`src/rtl/seq_detect_pkg.sv`:
```
// seq_detect_pkg: shared state encoding, reset-default config and length clamp for the pattern detector.
package seq_detect_pkg;
  typedef enum logic [1:0] {
    IDLE = 2'd0,
    FILL = 2'd1,
    HUNT = 2'd2,
    DONE = 2'd3
  } state_t;
  localparam logic DEF_OVERLAP = 1'b1;
  localparam int   DEF_LIMIT   = 0;
  localparam int   DEF_PATTERN = 0;
  // zero means one bit; anything longer than the window is cut to the window
  function automatic int clamp_len(int len, int max_len);
    return (len == 0) ? 1 : ((len > max_len) ? max_len : len);
  endfunction
endpackage

```
`src/rtl/seq_detect_ctrl_if.sv`:
```
// seq_detect_ctrl_if: serial input, configuration, control and status bundle for seq_detect_ctrl.
interface seq_detect_ctrl_if #(
  parameter int PAT_W = 4,
  parameter int CNT_W = 8,
  parameter int LEN_W = 3
);
  logic             in;
  logic             in_valid;
  logic             cfg_we;
  logic [PAT_W-1:0] cfg_pattern;
  logic [LEN_W-1:0] cfg_len;
  logic             cfg_overlap;
  logic [CNT_W-1:0] cfg_limit;
  logic             arm;
  logic             disarm;
  logic             irq_ack;
  logic             match;
  logic             irq;
  logic             busy;
  logic [CNT_W-1:0] match_cnt;
  modport master (
    output in, in_valid, cfg_we, cfg_pattern, cfg_len, cfg_overlap, cfg_limit, arm, disarm, irq_ack,
    input  match, irq, busy, match_cnt
  );
  modport slave (
    input  in, in_valid, cfg_we, cfg_pattern, cfg_len, cfg_overlap, cfg_limit, arm, disarm, irq_ack,
    output match, irq, busy, match_cnt
  );
endinterface

```
`src/rtl/seq_shift_cmp.sv`:
```
// seq_shift_cmp: bit window, fill counter and length-masked pattern compare.
module seq_shift_cmp #(
  parameter int PAT_W = 4,
  parameter int LEN_W = 3
) (
  input  logic             clk,
  input  logic             reset,
  input  logic             in_bit,
  input  logic             in_valid,
  input  logic             en,
  input  logic             clr,
  input  logic             clr_fill,
  input  logic [PAT_W-1:0] pattern,
  input  logic [LEN_W-1:0] len,
  output logic             match_now,
  output logic             full_now
);
  logic [PAT_W-1:0] win_q, win_d, win_new, mask;
  logic [LEN_W-1:0] fill_q, fill_d;
  logic [LEN_W:0]   fill_inc;
  logic             take;
  always_comb begin
    take      = en && in_valid;
    win_new   = PAT_W'({win_q, in_bit});
    mask      = {PAT_W{1'b1}} >> (PAT_W - int'(len));
    fill_inc  = {1'b0, fill_q} + (LEN_W+1)'(1);
    // the bit being accepted completes the history, so it is compared on this edge
    full_now  = take && (fill_inc >= {1'b0, len});
    match_now = full_now && (((win_new ^ pattern) & mask) == '0);
    win_d     = clr ? '0 : (take ? win_new : win_q);
    fill_d    = clr ? '0 :
                !take ? fill_q :
                clr_fill ? '0 :
                (fill_q < len) ? fill_inc[LEN_W-1:0] : fill_q;
  end
  always_ff @(posedge clk or posedge reset) begin
    if (reset) begin
      win_q  <= '0;
      fill_q <= '0;
    end else begin
      win_q  <= win_d;
      fill_q <= fill_d;
    end
  end
endmodule

```
`src/rtl/seq_detect_ctrl.sv`:
```
// seq_detect_ctrl: programmable serial-pattern detector with arm/disarm, match counting and limit irq.
module seq_detect_ctrl
  import seq_detect_pkg::*;
#(
  parameter int PAT_W = 4,
  parameter int CNT_W = 8,
  parameter int LEN_W = 3
) (
  input logic              clk,
  input logic              reset,
  seq_detect_ctrl_if.slave bus
);
  state_t           state_q, state_d;
  logic [PAT_W-1:0] pat_q, pat_d;
  logic [LEN_W-1:0] len_q, len_d;
  logic             ovl_q, ovl_d;
  logic [CNT_W-1:0] lim_q, lim_d;
  logic [CNT_W-1:0] cnt_q, cnt_d, cnt_inc;
  logic             irq_q, irq_d;
  logic             match_q, match_d;
  logic             en, clr, clr_fill, match_now, full_now;
  seq_shift_cmp #(.PAT_W(PAT_W), .LEN_W(LEN_W)) u_shift (
    .clk      (clk),
    .reset    (reset),
    .in_bit   (bus.in),
    .in_valid (bus.in_valid),
    .en       (en),
    .clr      (clr),
    .clr_fill (clr_fill),
    .pattern  (pat_q),
    .len      (len_q),
    .match_now(match_now),
    .full_now (full_now)
  );
  always_comb begin
    state_d  = state_q;
    cnt_d    = cnt_q;
    irq_d    = irq_q;
    match_d  = 1'b0;
    clr      = 1'b0;
    clr_fill = 1'b0;
    cnt_inc  = (&cnt_q) ? cnt_q : cnt_q + CNT_W'(1);
    en       = (state_q == FILL || state_q == HUNT) && !bus.disarm;
    pat_d    = pat_q;
    len_d    = len_q;
    ovl_d    = ovl_q;
    lim_d    = lim_q;
    if (state_q == IDLE && bus.cfg_we) begin
      pat_d = bus.cfg_pattern;
      len_d = LEN_W'(clamp_len(int'(bus.cfg_len), PAT_W));
      ovl_d = bus.cfg_overlap;
      lim_d = bus.cfg_limit;
    end
    if (bus.disarm) begin
      state_d = IDLE;
      irq_d   = 1'b0;
    end else begin
      case (state_q)
        IDLE: if (bus.arm) begin
          state_d = FILL;
          clr     = 1'b1;
          cnt_d   = '0;
          irq_d   = 1'b0;
        end
        FILL, HUNT: if (match_now) begin
          match_d = 1'b1;
          cnt_d   = cnt_inc;
          // reaching the limit wins over the non-overlap refill
          if (lim_q != '0 && cnt_inc >= lim_q) begin
            state_d = DONE;
            irq_d   = 1'b1;
          end else if (!ovl_q) begin
            state_d  = FILL;
            clr_fill = 1'b1;
          end else state_d = HUNT;
        end else if (full_now) state_d = HUNT;
        DONE: if (bus.irq_ack) begin
          state_d = IDLE;
          irq_d   = 1'b0;
        end
        default: state_d = IDLE;
      endcase
    end
  end
  always_ff @(posedge clk or posedge reset) begin
    if (reset) begin
      state_q <= IDLE;
      pat_q   <= PAT_W'(DEF_PATTERN);
      len_q   <= LEN_W'(PAT_W);
      ovl_q   <= DEF_OVERLAP;
      lim_q   <= CNT_W'(DEF_LIMIT);
      cnt_q   <= '0;
      irq_q   <= 1'b0;
      match_q <= 1'b0;
    end else begin
      state_q <= state_d;
      pat_q   <= pat_d;
      len_q   <= len_d;
      ovl_q   <= ovl_d;
      lim_q   <= lim_d;
      cnt_q   <= cnt_d;
      irq_q   <= irq_d;
      match_q <= match_d;
    end
  end
  assign bus.match     = match_q;
  assign bus.irq       = irq_q;
  assign bus.busy      = (state_q == FILL) || (state_q == HUNT);
  assign bus.match_cnt = cnt_q;
endmodule

```
`src/flat_wrapper.sv`:
```
// flat-port wrapper written by rule: the top's interface ports become plain ports
module seq_detect_ctrl_flat import seq_detect_pkg::*;
#(
  parameter int PAT_W = 4,
  parameter int CNT_W = 8,
  parameter int LEN_W = 3
)
  (clk, reset, bus_in, bus_in_valid, bus_cfg_we, bus_cfg_pattern, bus_cfg_len, bus_cfg_overlap, bus_cfg_limit, bus_arm, bus_disarm, bus_irq_ack, bus_match, bus_irq, bus_busy, bus_match_cnt);
  seq_detect_ctrl_if #(.PAT_W(PAT_W), .CNT_W(CNT_W), .LEN_W(LEN_W)) bus_i ();
  input logic clk;
  input logic reset;
  input wire logic [$bits(bus_i.in)-1:0] bus_in;
  input wire logic [$bits(bus_i.in_valid)-1:0] bus_in_valid;
  input wire logic [$bits(bus_i.cfg_we)-1:0] bus_cfg_we;
  input wire logic [$bits(bus_i.cfg_pattern)-1:0] bus_cfg_pattern;
  input wire logic [$bits(bus_i.cfg_len)-1:0] bus_cfg_len;
  input wire logic [$bits(bus_i.cfg_overlap)-1:0] bus_cfg_overlap;
  input wire logic [$bits(bus_i.cfg_limit)-1:0] bus_cfg_limit;
  input wire logic [$bits(bus_i.arm)-1:0] bus_arm;
  input wire logic [$bits(bus_i.disarm)-1:0] bus_disarm;
  input wire logic [$bits(bus_i.irq_ack)-1:0] bus_irq_ack;
  output wire logic [$bits(bus_i.match)-1:0] bus_match;
  output wire logic [$bits(bus_i.irq)-1:0] bus_irq;
  output wire logic [$bits(bus_i.busy)-1:0] bus_busy;
  output wire logic [$bits(bus_i.match_cnt)-1:0] bus_match_cnt;
  assign bus_i.in = bus_in;
  assign bus_i.in_valid = bus_in_valid;
  assign bus_i.cfg_we = bus_cfg_we;
  assign bus_i.cfg_pattern = bus_cfg_pattern;
  assign bus_i.cfg_len = bus_cfg_len;
  assign bus_i.cfg_overlap = bus_cfg_overlap;
  assign bus_i.cfg_limit = bus_cfg_limit;
  assign bus_i.arm = bus_arm;
  assign bus_i.disarm = bus_disarm;
  assign bus_i.irq_ack = bus_irq_ack;
  assign bus_match = bus_i.match;
  assign bus_irq = bus_i.irq;
  assign bus_busy = bus_i.busy;
  assign bus_match_cnt = bus_i.match_cnt;
  seq_detect_ctrl #(.PAT_W(PAT_W), .CNT_W(CNT_W), .LEN_W(LEN_W)) u_core (.clk(clk), .reset(reset), .bus(bus_i));
endmodule
```
`config.mk`:
```
export PLATFORM = sky130hd
export DESIGN_NAME = seq_detect_ctrl_flat
export DESIGN_NICKNAME = d
export VERILOG_FILES = /design/src/rtl/seq_detect_pkg.sv /design/src/rtl/seq_detect_ctrl_if.sv /design/src/rtl/seq_shift_cmp.sv /design/src/rtl/seq_detect_ctrl.sv /design/src/flat_wrapper.sv
export SDC_FILE = /design/constraint.sdc
export NUM_CORES = 1
export LEC_CHECK = 0
export ABC_CLOCK_PERIOD_IN_PS = 6800
export CAP_MARGIN = 20
export CORE_ASPECT_RATIO = 1.25
export CORE_UTILIZATION = 35
export DETAILED_ROUTE_END_ITERATION = 16
export GPL_ROUTABILITY_DRIVEN = 1
export PLACE_DENSITY_LB_ADDON = 0.3
export SLEW_MARGIN = 5
export SYNTH_ARGS = -nofsm -noshare
export SYNTH_HDL_FRONTEND = slang
export SYNTH_SLANG_ARGS = --single-unit
```
`constraint.sdc`:
```
create_clock -name clk -period 6.8 [get_ports clk]
set_input_delay 0.68 -clock clk [delete_from_list [all_inputs] [get_ports clk]]
set_output_delay 0.68 -clock clk [all_outputs]
set_load 0.02 [all_outputs]
```
==> Yosys cells after proc, flatten, opt, wreduce, memory -nomap -nowiden <==
Index checks and enable logic that the tools add are counted.
{ "op_classes": {"add_sub_neg": 3, "n_lt_le_gt_ge": 4, "n_eq_ne": 10, "n_shift": 1, "n_mux": 37, "bitwise": 3, "n_reduce_logical": 21} }
{ "ops": {"columns": ["op", "n"], "rows": [
  ["$shr 4x32->4 const A", 1],
  ["$mux 3", 8],
  ["$mux 8", 3],
  ["$mux 1", 16],
  ["$pmux 8 s2", 1],
  ["$mux 2", 7],
  ["$add 8x1->8 const B", 1],
  ["$ge 8x8->1", 1],
  ["$reduce_and 4->1", 2],
  ["$reduce_and 8->1", 1],
  ["$reduce_bool 8->1", 1],
  ["$logic_and 1x1->1", 6],
  ["$ne 3x2->1 const B", 2],
  ["$ne 3x3->1 const B", 2],
  ["$pmux 2 s3", 1],
  ["$add 3x1->4 const B", 1],
  ["$and 4x4->4", 1],
  ["$eq 2x2->1 const B", 2],
  ["$ge 4x3->1", 1],
  ["$logic_not 4->1", 1],
  ["$ne 4x2->1 const B", 1],
  ["$reduce_bool 2->1", 2],
  ["$sub 3x3->4 const A", 1],
  ["$xor 4x4->4", 1],
  ["other kinds (15)", 15]
]} }
{ "totals": {"reg_bits": 34, "output_inout_bits": 11, "elab_cells": 89} }

==> Logic depth before layout (Yosys ltp) <==
{ "logic_depth": {"ltp_word": 12, "depth_mapped": 12} }

==> Hierarchy <==
A second synthesis with hierarchy kept.
{ "hier_totals": {"hier_cells": 230, "hier_area_um2": 2247.2} }
{ "modules_own_cells": {"columns": ["module", "n_inst", "cells_each", "area_per_inst_um2", "seq_area_each_um2"], "rows": [
  ["seq_detect_ctrl", 1, 165, 1677.9, 703.2],
  ["seq_shift_cmp", 1, 65, 569.3, 150.1]
]} }

==> Worst setup path before layout <==
Ideal clock, no wire load.
{ "synth_path": {"path_kind": "reg2reg", "start": "register u_core.cnt_q[0], in the netlist u_core.bus.match_cnt[0]", "end": "register u_core.state_q[0]", "arrival_ps": 2674, "required_time_ps": 6701, "path_slack_ps": 4027, "path_stages_with_launch": 12, "n_path_buf": 1, "synth_period_minus_slack_ps": 2773, "path_cell_list": "dfrtp_1 ha_1 and2_1 and3_1 buf_4 nor3_2 xor2_1 ha_1 nand4_1 a311oi_1 o311ai_1 a311oi_1"} }
{ "synth_between": {"elab_chain_cells": 8, "word_cells_on_any_way": 9, "classes_between": "add/sub: 1; order compare: 1; mux: 5; reduce/logical: 2"} }
{ "synth_rtl": {"columns": ["element", "line_no", "text"], "rows": [
  ["start, declared", "seq_detect_ctrl.sv:18", "logic [CNT_W-1:0] cnt_q, cnt_d, cnt_inc;"],
  ["start signal, assigned", "seq_detect_ctrl.sv:101", "cnt_q <= cnt_d;"],
  ["$add 8x1->8 or $reduce_and 8->1 (tied branches)", "seq_detect_ctrl.sv:42", "cnt_inc = (&cnt_q) ? cnt_q : cnt_q + CNT_W'(1);"],
  ["$mux 8 *", "seq_detect_ctrl.sv:42", null],
  ["$ge 8x8->1 *", "seq_detect_ctrl.sv:69", "if (lim_q != '0 && cnt_inc >= lim_q) begin"],
  ["$logic_and 1x1->1 *", "seq_detect_ctrl.sv:69", null],
  ["$mux 2 *", "seq_detect_ctrl.sv:69", null],
  ["$mux 2 *", "seq_detect_ctrl.sv:65", "FILL, HUNT: if (match_now) begin"],
  ["$pmux 2 s3 *", "seq_detect_ctrl.sv:58", "case (state_q)"],
  ["$mux 2 *", "seq_detect_ctrl.sv:54", "if (bus.disarm) begin"],
  ["end signal, assigned", "seq_detect_ctrl.sv:96", "state_q <= state_d;"],
  ["end, declared", "seq_detect_ctrl.sv:13", "state_t state_q, state_d;"]
]} }
Mark *: on every way between the ends. The rest lies on a longest branch, timed or not.
A chain may end at the register's enable or synchronous reset.

==> Worst setup path after layout <==
{ "layout_path": {"start": "register u_core.cnt_q[0], in the netlist u_core.bus.match_cnt[0]", "end": "register u_core.u_shift.fill_q[2]"} }
{ "layout_between": {"elab_chain_cells": 11, "word_cells_on_any_way": 14, "classes_between": "add/sub: 1; order compare: 1; mux: 8; reduce/logical: 4"} }
{ "layout_rtl": {"columns": ["element", "line_no", "text"], "rows": [
  ["$add 8x1->8 or $reduce_and 8->1 (tied branches)", "seq_detect_ctrl.sv:42", null],
  ["$mux 8 *", "seq_detect_ctrl.sv:42", null],
  ["$ge 8x8->1 *", "seq_detect_ctrl.sv:69", null],
  ["$logic_and 1x1->1 *", "seq_detect_ctrl.sv:69", null],
  ["$mux 1 *", "seq_detect_ctrl.sv:69", null],
  ["$mux 1 *", "seq_detect_ctrl.sv:65", null],
  ["$mux 1 *", "seq_detect_ctrl.sv:58", null],
  ["$mux 1 *", "seq_detect_ctrl.sv:54", null],
  ["$mux 3", "seq_shift_cmp.sv:33", "clr_fill ? '0 :"],
  ["$mux 3", "seq_shift_cmp.sv:32", "!take ? fill_q :"],
  ["$mux 3", "seq_shift_cmp.sv:31", "fill_d = clr ? '0 :"],
  ["end signal, assigned", "seq_shift_cmp.sv:42", "fill_q <= fill_d;"],
  ["end, declared", "seq_shift_cmp.sv:19", "logic [LEN_W-1:0] fill_q, fill_d;"]
]} }
Mark *: on every way between the ends. The rest lies on a longest branch, timed or not. The select of a mux whose other input is x is not followed.

==> impl_metrics.toml <==
[outcome]
outcome = "complete, no violations"

[finish]
antenna_cells = 0
design_area_mm2 = 0.00283
drive_above_1_share = 0.137
multi_input_area_mm2 = 0.00131
seqCellArea_um2 = 853
final_nets = 312
n_fill_cell = 627
syn2layout_area_growth_pct = 24.2

[hold_path]
holdCritStartpoint = "u_core.len_q[1]$_DFFE_PP0P_"
min_path_cells = 2
min_path_type = "flop to flop"
worstHoldEndpoint = "u_core.len_q[1]$_DFFE_PP0P_"

[timing]
fmax_mhz = 341
fin_setup_tns_ns = 0
finalClockSkew_ns = 0.00701
finalHoldViolations = 0
slew_viol_final = 0
rsz0062_at_grt = "false"
fin_crit_sh = 0.431
tightest_slew_ns = 0.675
setup_viol = 0
period_minus_slack_ns = 2.93
setup_slack_ns = 3.87
slew_headroom = 0.549

[synthesis]
synth_top_cells_by_count = "dfrtp_1, nor2_1, ha_1, mux2_2, inv_1"
syn_area_per_cell_um2 = 9.77
yosysSeqAreaShare = 0.375
post-synth-top-count-cell = "dfrtp_1"
synth-seq-cells = 34
synth-edff-count = 0
synth-main-ff-cell = "dfrtp_1"
yosysTopAreaCellShare = 0.352
synthTopCellsByArea = "dfrtp_1, ha_1, mux2_2"
yosys_warnings = 0
ys_types = 47
synth_cells = 233
synth_top_area_cell = "dfrtp_1"
synthesis.area_mm2 = 0.00228
synth-async-reset-ratio = 1.00
syn_nets = 276

[detailed_routing]
drt_iter0_markers = 50
drt_wl_total_mm = 4.61
postRouteAntennaNets = 0
avgViaCountPerCell = 4.90
vias = 1741
drc = 0
wl_per_cell_um = 13.0
drtPass1Iterations = 4

[worst_setup_path]
rr_endpoint = "u_core.u_shift.fill_q[2]$_DFFE_PP0P_"
ff2ff_path_depth = 10
r2r_slack_ns = 3.87
worstSetupStartpoint = "u_core.bus.match_cnt[0]$_DFFE_PP0P_"
critPathMaxFanout = 7
crit_path_end_kind = "flop"
timing.rr.start = "u_core.bus.match_cnt[0]$_DFFE_PP0P_"
crit_type = "flop to flop"
cp.arrival_ns = 3.13
cp_data_required_time_ns = 7.00
start_kind = "flop"

[global_route]
track_usage = 0.151
grt_pass1_vias = 1760
grt_pass1_wl_mm = 7.89
grt_antenna_before_repair = 0
grt_max_degree = 35
gr-total-overflow = 0

[die]
coreArea_mm2 = 0.00625
fp-row-count = 32
die_h_um = 92.2
start_util = 0.365
die_w_um = 74.1
num_io_pins = 35
die-area_mm2 = 0.00683

[cts]
htreeDepth = 2
cts_resized = 0
cts_hold_buf = 0
tritoncts = "built"
cts_sinks = 34
clock_latency_ns = 0.29
ctsLongestPathBuffers = 2
path_clk_slew_ns = 0.08
cts_buffers = 5
cts_root_buffer = "clkbuf_8"
postCtsSetupBuffers = 0

[power_and_ir_drop]
p_leak_uw = 0.00130
powerDensity_mw_per_mm2 = 389
ir_worst_vdd_v = 0.000140
finalPower_uw = 1100

[run]
cap_viol_max_count = 0

[place]
io_buffer_count = 34
dpl_cell_area_mm2 = 0.00269
gp_congestion = 0.792
pre_cts_ws_ns = 3.88
dpl.hpwl_mm = 3.63
==> cell type report <==
type / instances / share of cell area
Multi-Input combinational cell: 174 / 0.464
Sequential cell: 34 / 0.302
Timing Repair Buffer: 35 / 0.123
Tap cell: 85 / 0.0376
Inverter: 19 / 0.0252
Clock buffer: 5 / 0.0243
Clock inverter: 3 / 0.0243
==> sequential cells by signal (all words and copies together), names as in the netlist <==
name,cells
u_core.bus.irq,1
u_core.bus.match,1
u_core.bus.match_cnt,8
u_core.len_q,3
u_core.lim_q,8
u_core.ovl_q,1
u_core.pat_q,4
u_core.state_q,2
u_core.u_shift.fill_q,3
u_core.u_shift.win_q,3
==> metal layers <==
layer,vias up,part of all wire,GRT usage,wire (um)
li1,895,-,-,-
met5,-,0,0,0
met4,0,0.017,0.0593,77
met2,24,0.51,0.258,2330
met1,815,0.45,0.179,2070
met3,7,0.027,0.0330,125
==> power breakdown <==
part | switching (uW) | internal [uW] | total [uW] | leakage [uW]
Combinational | 267 | 246 | 513 | 0.000809
Sequential | 75.7 | 282 | 357 | 0.000426
Clock | 82.1 | 147 | 229 | 0.0000683
==> kinds of logic after synthesis <==
group / Yosys count / synth area share
AO/OA/AOI/OAI: 36 / 0.109
adder cells (fa/ha/maj): 19 / 0.104
AND/OR/NAND/NOR: 81 / 0.190
flip-flops: 34 / 0.375
buffers and inverters: 25 / 0.0489
multiplexers: 27 / 0.131
XOR/XNOR: 11 / 0.0423
==> cell usage in the layout, fill, tap and decap left out, types with 2 or more instances in the layout <==
master	Yosys	final
xor2_1	7	7
a2bb2oi_1	3	3
o211ai_1	4	4
clkdlybuf4s50_1	0	34
nand2_1	16	16
a311oi_1	2	2
a21oi_1	6	6
and2_1	8	8
dfrtp_1	32	32
a21o_1	2	2
xnor2_1	4	4
inv_1	17	17
o21ai_0	6	6
nand3_1	7	7
mux2i_1	7	7
mux2_2	19	19
inv_2	2	2
ha_1	19	19
bufinv_16	0	2
a31oi_1	3	3
a211oi_1	3	3
clkbuf_8	0	5
nor2_1	20	20
and3_1	2	2
nor2b_1	5	5
nor3_2	2	2
nor3_1	3	3
dfstp_2	2	2
or4_1	2	2
nand4_1	3	3
nand2b_1	6	6
==> critical path, stage by stage, from the launching register on <==
cell and delay (ns):
dfrtp_1 0.45, ha_1 0.24, and2_1 0.21, and3_1 0.27
nor3_2 0.26, xor2_1 0.11, ha_1 0.30, nand4_1 0.10
a311oi_1 0.47, nor3_1 0.17, a211oi_1 0.27
==> worst max path at each step <==
stage	end	slack (ns)	cells after the start
2_1_floorplan	u_core.state_q[0]$_DFFE_PP0P_	4.03	11
3_3_place_gp	u_core.state_q[0]$_DFFE_PP0P_	3.95	10
3_5_place_dp	u_core.u_shift.fill_q[2]$_DFFE_PP0P_	3.88	10
4_1_cts	u_core.u_shift.fill_q[2]$_DFFE_PP0P_	3.85	10
5_1_grt	u_core.u_shift.fill_q[2]$_DFFE_PP0P_	3.66	10
6_report	u_core.u_shift.fill_q[2]$_DFFE_PP0P_	3.87	10
==> stage by stage <==
step	hold slack [ns]	std cells	util
floorplan	0.463	233	-
global placement	0.486	347	0.431
detailed placement	0.495	347	0.431
CTS	0.514	355	0.453
global route	0.547	355	0.453
finish	0.508	355	0.453
(Power assumes the default switching activity.)
==> RTL edit, RTL diff (same settings) <==
`CNT_W` is set to 8 in 3 places; all go to 6.
--- a/src/rtl/seq_detect_ctrl_if.sv
+++ b/src/rtl/seq_detect_ctrl_if.sv
@@ -3,3 +3,3 @@
   parameter int PAT_W = 4,
-  parameter int CNT_W = 8,
+  parameter int CNT_W = 6,
   parameter int LEN_W = 3
--- a/src/rtl/seq_detect_ctrl.sv
+++ b/src/rtl/seq_detect_ctrl.sv
@@ -5,3 +5,3 @@
   parameter int PAT_W = 4,
-  parameter int CNT_W = 8,
+  parameter int CNT_W = 6,
   parameter int LEN_W = 3
--- a/src/flat_wrapper.sv
+++ b/src/flat_wrapper.sv
@@ -4,3 +4,3 @@
   parameter int PAT_W = 4,
-  parameter int CNT_W = 8,
+  parameter int CNT_W = 6,
   parameter int LEN_W = 3
Interface: changed (resized bus_cfg_limit and bus_match_cnt); port bits go from 35 to 31. The function was not compared with the original's and may differ.
==> RTL edit against the original RTL <==
  * Sequential cell count fell by 4
  * Area after synthesis is 17% lower
  * Final area decreased by 17%
  * Total power fell by 18%
  * First-iteration DRC count down 52%
  * Largest cell class unchanged
  * Critical path type unchanged
  * Sequential share of layout area rose by 1.9 points
  * Critical endpoint unchanged
  * Worst setup slack better by 170 ps
  * Non-clock buffer count decreased by 4
  * Routed wire length decreased by 19%
==> RTL edit: results <==
INSERT INTO impl_metrics (metric_group, metric, value, unit) VALUES
('run_status', 'status', 'finished clean', ''),
('layout', 'clockNetworkAreaShare', '3.41', '%'),
('timing', 'worst_clock_skew', '8.17', 'ps'),
('worst_setup_path', 'critical_path.max_fanout', '6', ''),
('layout', 'post_route_cells_drive_above_1_share', '12.1', '%'),
('global_route', 'grt_use_total', '14.7', '%'),
('worst_setup_path', 'worst_path_largest_cell_delay', '440', 'ps'),
('logic_synthesis', 'synth.yosys.seq_area_share', '39.7', '%'),
('layout', 'layout.buffer.nonclock.area_share', '13.1', '%'),
('placed_design', 'detailedPlace.worstSlack', '4040', 'ps'),
('timing', 'hold_slack', '511', 'ps'),
('worst_setup_path', 'slowest_stage', 'sky130_fd_sc_hd__dfrtp_1', ''),
('worst_setup_path', 'reg2regPathDepth', '11', ''),
('clock_tree', 'clkTransAtPathRegs', '60', 'ps'),
('layout', 'filler_cell_count', '514', ''),
('route', 'detail_route.iter0.violations', '24', ''),
('logic_synthesis', 'synth.cell_area', '0.00190', 'mm^2'),
('logic_synthesis', 'synth-compound-area-share', '15.6', '%'),
('placed_design', 'place.port_buffers', '30', ''),
('placed_design', 'dp_hpwl', '2810', 'um');
==> RTL edit: cell count changes in the layout (fill, tap and decap cells not counted), moves of 3 or more <==
cell,change
sky130_fd_sc_hd__and2_1,-8
sky130_fd_sc_hd__mux2_2,-7
sky130_fd_sc_hd__nor2_1,-7
sky130_fd_sc_hd__clkdlybuf4s50_1,-4
sky130_fd_sc_hd__dfrtp_1,-4
sky130_fd_sc_hd__o21ai_0,-4
sky130_fd_sc_hd__a211oi_1,-3
sky130_fd_sc_hd__a2bb2oi_1,-3
sky130_fd_sc_hd__clkbuf_1,+3
sky130_fd_sc_hd__nor2b_1,-3
sky130_fd_sc_hd__o21ai_1,+3
sky130_fd_sc_hd__xor2_1,-3
==> RTL edit: worst register-to-register path: stages (launching register included) <==
cell and delay [ps]:
sky130_fd_sc_hd__dfrtp_1 440, sky130_fd_sc_hd__ha_1 250, sky130_fd_sc_hd__and3_1 220, sky130_fd_sc_hd__nand3_1 170, sky130_fd_sc_hd__mux2_1 380, sky130_fd_sc_hd__ha_1 290, sky130_fd_sc_hd__nand2_1 50, sky130_fd_sc_hd__o21ai_1 120
sky130_fd_sc_hd__nand4_1 120, sky130_fd_sc_hd__a32oi_2 300, sky130_fd_sc_hd__nor3b_4 100, sky130_fd_sc_hd__o31ai_2 240
==> RTL edit: report_power, final <==
group / total [mW] / leakage (nW) / internal (mW) / switching (mW)
clock network: 0.135 / 0.0395 / 0.0725 / 0.0629
logic: 0.453 / 0.669 / 0.215 / 0.239
registers: 0.314 / 0.369 / 0.248 / 0.0663
total: 0.903 / 1.08 / 0.535 / 0.368
==> RTL edit: per-stage QoR <==
| step | cells | power (mW) |
|---|---|---|
| after floorplan | 187 | 0.642 |
| after global placement | 277 | 0.760 |
| after detailed placement | 277 | 0.768 |
| after CTS | 285 | 0.911 |
| after global routing | 285 | 0.991 |
| final | 285 | 0.903 |
==> RTL edit: metal layers <==
metal	up-vias	routed length, um	part of all wire [%]
li1	732	-	-
met1	678	1830	49
met2	31	1720	46
met3	4	137	3.7
met4	0	56	1.5
met5	-	0	0
==> RTL edit: kinds of logic (layout without fill, tap and decap cells) <==
logic type               Yosys count  after routing
buffers and inverters             21             57
AO/OA/AOI/OAI                     38             38
XOR/XNOR                           9              9
multiplexers                      19             19
adder cells (fa/ha/maj)           18             18
AND/OR/NAND/NOR                   52             52
flip-flops                        30             30
==> RTL edit: worst min-delay path by stage <==
stage,to,cells after the start
floorplan,u_core.state_q[1],2
global placement,u_core.lim_q[4],1
detailed placement,u_core.lim_q[3],1
CTS,u_core.lim_q[3],1
global route,u_core.lim_q[3],1
finish,u_core.lim_q[3],1
